--- src/rtl/weight_byte_packer.sv ---
// weight_byte_packer: packs a little-endian byte stream into N-bit words and
// writes them to consecutive addresses of the single-port weight BRAM,
// starting at a latched base address, for a latched number of words.

module weight_byte_packer #(
    parameter int unsigned N        = 10,
    parameter int unsigned AddrSize = 10
) (
    input  logic                clk_i,
    input  logic                rst_i,
    input  logic                start_i,
    input  logic [AddrSize-1:0] base_addr_i,
    input  logic [AddrSize-1:0] word_count_i,
    input  logic                byte_valid_i,
    input  logic [7:0]          byte_i,
    output logic                byte_ready_o,
    output logic                ram_we_o,
    output logic [AddrSize-1:0] ram_addr_o,
    output logic [N-1:0]        ram_data_o,
    output logic                busy_o,
    output logic                done_o
);

    localparam int unsigned BytesPerWord = (N + 7) / 8;
    localparam int unsigned PackW        = BytesPerWord * 8;
    localparam int unsigned ByteIdxW     = (BytesPerWord > 1) ? $clog2(BytesPerWord) : 1;

    localparam logic [ByteIdxW-1:0] LastByte = ByteIdxW'(BytesPerWord - 1);
    localparam logic [ByteIdxW-1:0] ByteOne  = ByteIdxW'(1);
    localparam logic [AddrSize-1:0] AddrOne  = AddrSize'(1);

    typedef enum logic [1:0] {
        StIdle,
        StCollect,
        StWrite,
        StDone
    } state_e;

    state_e              state_q, state_d;
    logic [AddrSize-1:0] base_q, base_d;
    logic [AddrSize-1:0] count_q, count_d;
    logic [AddrSize-1:0] word_idx_q, word_idx_d;
    logic [ByteIdxW-1:0] byte_idx_q, byte_idx_d;
    logic [PackW-1:0]    partial_q, partial_d;
    logic [AddrSize-1:0] addr_q, addr_d;
    logic [N-1:0]        data_q, data_d;
    logic [PackW-1:0]    assembled;

    logic ready_q, we_q, busy_q, done_q;

    // Merge the incoming byte into its slot of the partial word.
    always_comb begin
        assembled = partial_q;
        for (int unsigned k = 0; k < BytesPerWord; k++) begin
            if (byte_idx_q == ByteIdxW'(k)) begin
                assembled[8*k +: 8] = byte_i;
            end
        end
    end

    // Next-state logic: transfer sequencing, byte collection and write staging.
    always_comb begin
        state_d    = state_q;
        base_d     = base_q;
        count_d    = count_q;
        word_idx_d = word_idx_q;
        byte_idx_d = byte_idx_q;
        partial_d  = partial_q;
        addr_d     = addr_q;
        data_d     = data_q;

        unique case (state_q)
            StIdle, StDone: begin
                if (start_i) begin
                    base_d     = base_addr_i;
                    count_d    = word_count_i;
                    word_idx_d = '0;
                    byte_idx_d = '0;
                    partial_d  = '0;
                    state_d    = (word_count_i == '0) ? StDone : StCollect;
                end
            end
            StCollect: begin
                // byte_ready_o is high in every COLLECT cycle, so valid alone accepts.
                if (byte_valid_i) begin
                    if (byte_idx_q == LastByte) begin
                        byte_idx_d = '0;
                        partial_d  = '0;
                        // Stage the write so address/data are registered during WRITE
                        // and simply hold afterwards.
                        addr_d     = base_q + word_idx_q;
                        data_d     = assembled[N-1:0];
                        state_d    = StWrite;
                    end else begin
                        byte_idx_d = byte_idx_q + ByteOne;
                        partial_d  = assembled;
                    end
                end
            end
            StWrite: begin
                if (word_idx_q == count_q - AddrOne) begin
                    state_d = StDone;
                end else begin
                    word_idx_d = word_idx_q + AddrOne;
                    state_d    = StCollect;
                end
            end
            default: state_d = StIdle;
        endcase
    end

    // State and datapath registers with synchronous reset.
    always_ff @(posedge clk_i) begin
        if (rst_i) begin
            state_q    <= StIdle;
            base_q     <= '0;
            count_q    <= '0;
            word_idx_q <= '0;
            byte_idx_q <= '0;
            partial_q  <= '0;
            addr_q     <= '0;
            data_q     <= '0;
        end else begin
            state_q    <= state_d;
            base_q     <= base_d;
            count_q    <= count_d;
            word_idx_q <= word_idx_d;
            byte_idx_q <= byte_idx_d;
            partial_q  <= partial_d;
            addr_q     <= addr_d;
            data_q     <= data_d;
        end
    end

    // Status outputs registered from the next state, so they line up with state_q.
    always_ff @(posedge clk_i) begin
        if (rst_i) begin
            ready_q <= 1'b0;
            we_q    <= 1'b0;
            busy_q  <= 1'b0;
            done_q  <= 1'b0;
        end else begin
            ready_q <= (state_d == StCollect);
            we_q    <= (state_d == StWrite);
            busy_q  <= (state_d == StCollect) || (state_d == StWrite);
            done_q  <= (state_d == StDone);
        end
    end

    assign byte_ready_o = ready_q;
    assign ram_we_o     = we_q;
    assign ram_addr_o   = addr_q;
    assign ram_data_o   = data_q;
    assign busy_o       = busy_q;
    assign done_o       = done_q;

endmodule
--- config.mk ---
export PLATFORM = sky130hd
export DESIGN_NAME = weight_byte_packer
export DESIGN_NICKNAME = d
export VERILOG_FILES = /design/src/rtl/weight_byte_packer.sv
export SDC_FILE = /design/constraint.sdc
export NUM_CORES = 1
export LEC_CHECK = 0
export CORE_MARGIN = 5
export CORE_UTILIZATION = 35
export DETAILED_ROUTE_END_ITERATION = 8
export MAX_ROUTING_LAYER = met4
export PLACE_DENSITY = 0.58
export SKIP_CTS_REPAIR_TIMING = 1
export SYNTH_ARGS = -nofsm -noshare
export SYNTH_HDL_FRONTEND = slang
export SYNTH_SLANG_ARGS = --single-unit
export TNS_END_PERCENT = 20
--- constraint.sdc ---
create_clock -name clk_i -period 7 [get_ports clk_i]
set_clock_uncertainty 0.2 [all_clocks]
set_input_delay 2.1 -clock clk_i [delete_from_list [all_inputs] [get_ports clk_i]]
set_output_delay 2.1 -clock clk_i [all_outputs]
set_load 0.005 [all_outputs]
==> flow_summary.toml <==
[run_status]
status = "complete, no violations"

[floorplanning]
ios = 56
die_h_um = 108
initial_core_util_pct = 36.1
die_w_um = 108
dieArea_sq_um = 11600
rows = 35
core-area_sq_um = 9280

[drt]
first_pass_iters = 4
post_drt_wl_per_cell_um = 14.4
vias = 3158
drt_iter0_markers = 252
drtAntennaViolNets = 0
drc_errors = 0
viasPerCell = 5.23
wl_mm = 8.72

[sta]
period_minus_slack_ps = 4330
hold_violations = 0
setup-violations-final = 0
period_share_pct = 61.8
max_slew_margin_pct = 31.5
clock.fmax_mhz = 231
worstMarginPinSlew_ps = 1030
tns_ps = 0
hold_ws_ps = 250
grt_setup_unrepaired = "false"
slew_viol_final = 0

[yosys]
synth_seq_area_share_pct = 38.8
ys_warn_count = 0
syn_area_sq_um = 3360
synth_seq_cells = 65
synthCells = 423
synth_ff_type = "dfxtp_1"
synth_edf_count = 0
avgSynthCellArea_sq_um = 7.93
ys_types = 50
synth_nets = 472
synthArstFlopShare_pct = 0

[clock_network]
htreeDepth = 3
cts_made_buffers = 9
clk_pin_slew_ps = 80
clkLatencyLatePin_ps = 330
clock_sinks = 65
cts_buffer_depth = 2
cts_tree = "built"
cts_root_buffer = "clkbuf_8"

[placed_design]
dpl_cell_area_sq_um = 3990
place.gp.congestion = 0.819
hpwlAfterDp_mm = 6.24
numPortBuffers = 55

[layout]
layout-drive-gt1-share_pct = 6.11
insertedDiodeCount = 0
final_cell_mix = "nand2_1 (84), dfxtp_1 (65), a21oi_1 (56), clkdlybuf4s50_1 (54), inv_1 (25)"
final_common_cell = "nand2_1"
multi_input_area_sq_um = 1870
finalInstanceArea_sq_um = 4190
nNetsFinal = 519
areaGrowthSynthToFinish_pct = 25.0
regArea_sq_um = 1300
fillers = 961
final_util_pct = 45.2

[critical_path]
reg2reg_to = "ram_addr_o[9]"
rr_startpoint = "word_idx_q[1]"
reg2reg_depth = 7
rrSetupSlack_ps = 4000
crit_type = "input port to register"
worstSetupStartpoint = "start_i"
crit_path_max_fanout = 22
critPathRequiredTime_ps = 6990
end_kind = "register"
cp.arrival_ps = 4310
start_kind = "input port"
crit_end = "ram_we_o"

[global_routing]
grt_pass1_vias = 3029
grt_overflow = 0
antenna_found_initial = 0
grt_pass1_wl_mm = 14.7
grt_max_degree = 79
grt_usage_pct = 16.1

[min_path]
holdCritPathClass = "register to register"
hold_depth = 2

[job]
maxCapViolCount = 0

[pwr]
leakage_uw = 0.00145
power_uw = 862
cellPowerDensity_nw_per_um2 = 205
vdd_drop_max_uv = 130
==> cells by family after synthesis <==
family | share of synthesized area (%)
DFF | 38.8
and+or+nand+nor | 24.5
xor gates and xnor gates | 3.39
buffers and inverters | 5.52
adders and majority gates | 6.56
AOI/OAI and AO/OA | 21.2
==> registers in the layout, indices dropped and copies added, names as in the netlist <==
signal,cells
base_q,10
count_q,10
ram_addr_o,10
ram_data_o,10
word_idx_q,10
partial_q,8
state_q,2
busy_o,1
byte_idx_q,1
byte_ready_o,1
done_o,1
ram_we_o,1
==> routing by layer <==
layer	vias up	track usage, %	share of wire [%]
met1	1497	20.4	46
met5	-	-	0
met2	69	25.8	49
met3	5	2.58	3.7
li1	1587	-	-
met4	0	6.22	0.94
==> area by class of cell <==
cell class,instances,share of cell area [%]
well taps,129,3.85
repair buffers,58,13.5
multi-input cells,311,44.6
clock buffers,9,2.95
clock inverters,7,1.82
inverters,25,2.24
flip-flops and latches,65,31.0
==> worst min path at each step <==
stage                    endpoint     startpoint  slack, ps
detailed placement   partial_q[4]   partial_q[4]        240
finish              ram_addr_o[4]  ram_addr_o[4]        250
floorplan           ram_data_o[0]   partial_q[0]        230
global placement    ram_data_o[7]   partial_q[7]        240
CTS                 ram_data_o[0]   partial_q[0]        260
global route        ram_data_o[3]  ram_data_o[3]        270
==> critical path, cell delays in order <==
cell and delay [ps]:
clkdlybuf4s50_1 510, and2_0 820, o22ai_1 200, a21oi_1 240, nand2_1 110, ha_1 210
nor2b_1 120
==> synthesized netlist by cell type (all sizes together) (2+ instances only) <==
| cell type | count | share of area [%] |
|---|---|---|
| a2111oi | 3 | 1.2 |
| a211o | 2 | 0.52 |
| a211oi | 2 | 0.45 |
| a21oi | 56 | 8.4 |
| a221oi | 2 | 0.52 |
| a22oi | 7 | 1.6 |
| and2 | 4 | 0.75 |
| buf | 2 | 0.45 |
| clkbuf | 20 | 2.3 |
| dfxtp | 65 | 39 |
| ha | 16 | 6.0 |
| inv | 25 | 2.8 |
| nand2 | 84 | 9.4 |
| nand2b | 3 | 0.56 |
| nand3 | 15 | 2.2 |
| nand3b | 10 | 2.2 |
| nand4 | 3 | 0.56 |
| nor2 | 12 | 1.3 |
| nor2b | 4 | 0.75 |
| nor3 | 9 | 1.3 |
| nor3b | 2 | 0.45 |
| nor4 | 2 | 0.37 |
| o2111ai | 3 | 0.78 |
| o211ai | 2 | 0.60 |
| o21a | 4 | 0.89 |
| o21ai | 10 | 1.5 |
| o31ai | 3 | 0.67 |
| o32ai | 8 | 2.1 |
| or2 | 4 | 0.75 |
| or3 | 14 | 2.6 |
| or4 | 4 | 1.0 |
| xnor2 | 5 | 1.3 |
| xor2 | 8 | 2.1 |
==> where the power goes <==
part / total, uW / internal, uW / leakage [uW] / switching (uW)
clock: 326 / 167 / 0.0000962 / 159
sequential: 397 / 384 / 0.000528 / 13.0
combinational: 139 / 59.6 / 0.000828 / 79.6
total: 862 / 610 / 0.00145 / 251
==> per-stage QoR <==
stage,instances,worst slack [ps]
3_3_place_gp,588,2370
4_1_cts,604,2640
3_5_place_dp,588,2280
5_1_grt,604,2370
6_report,604,2670
2_1_floorplan,423,3290
Note: power is estimated with default switching activity, not from simulation.
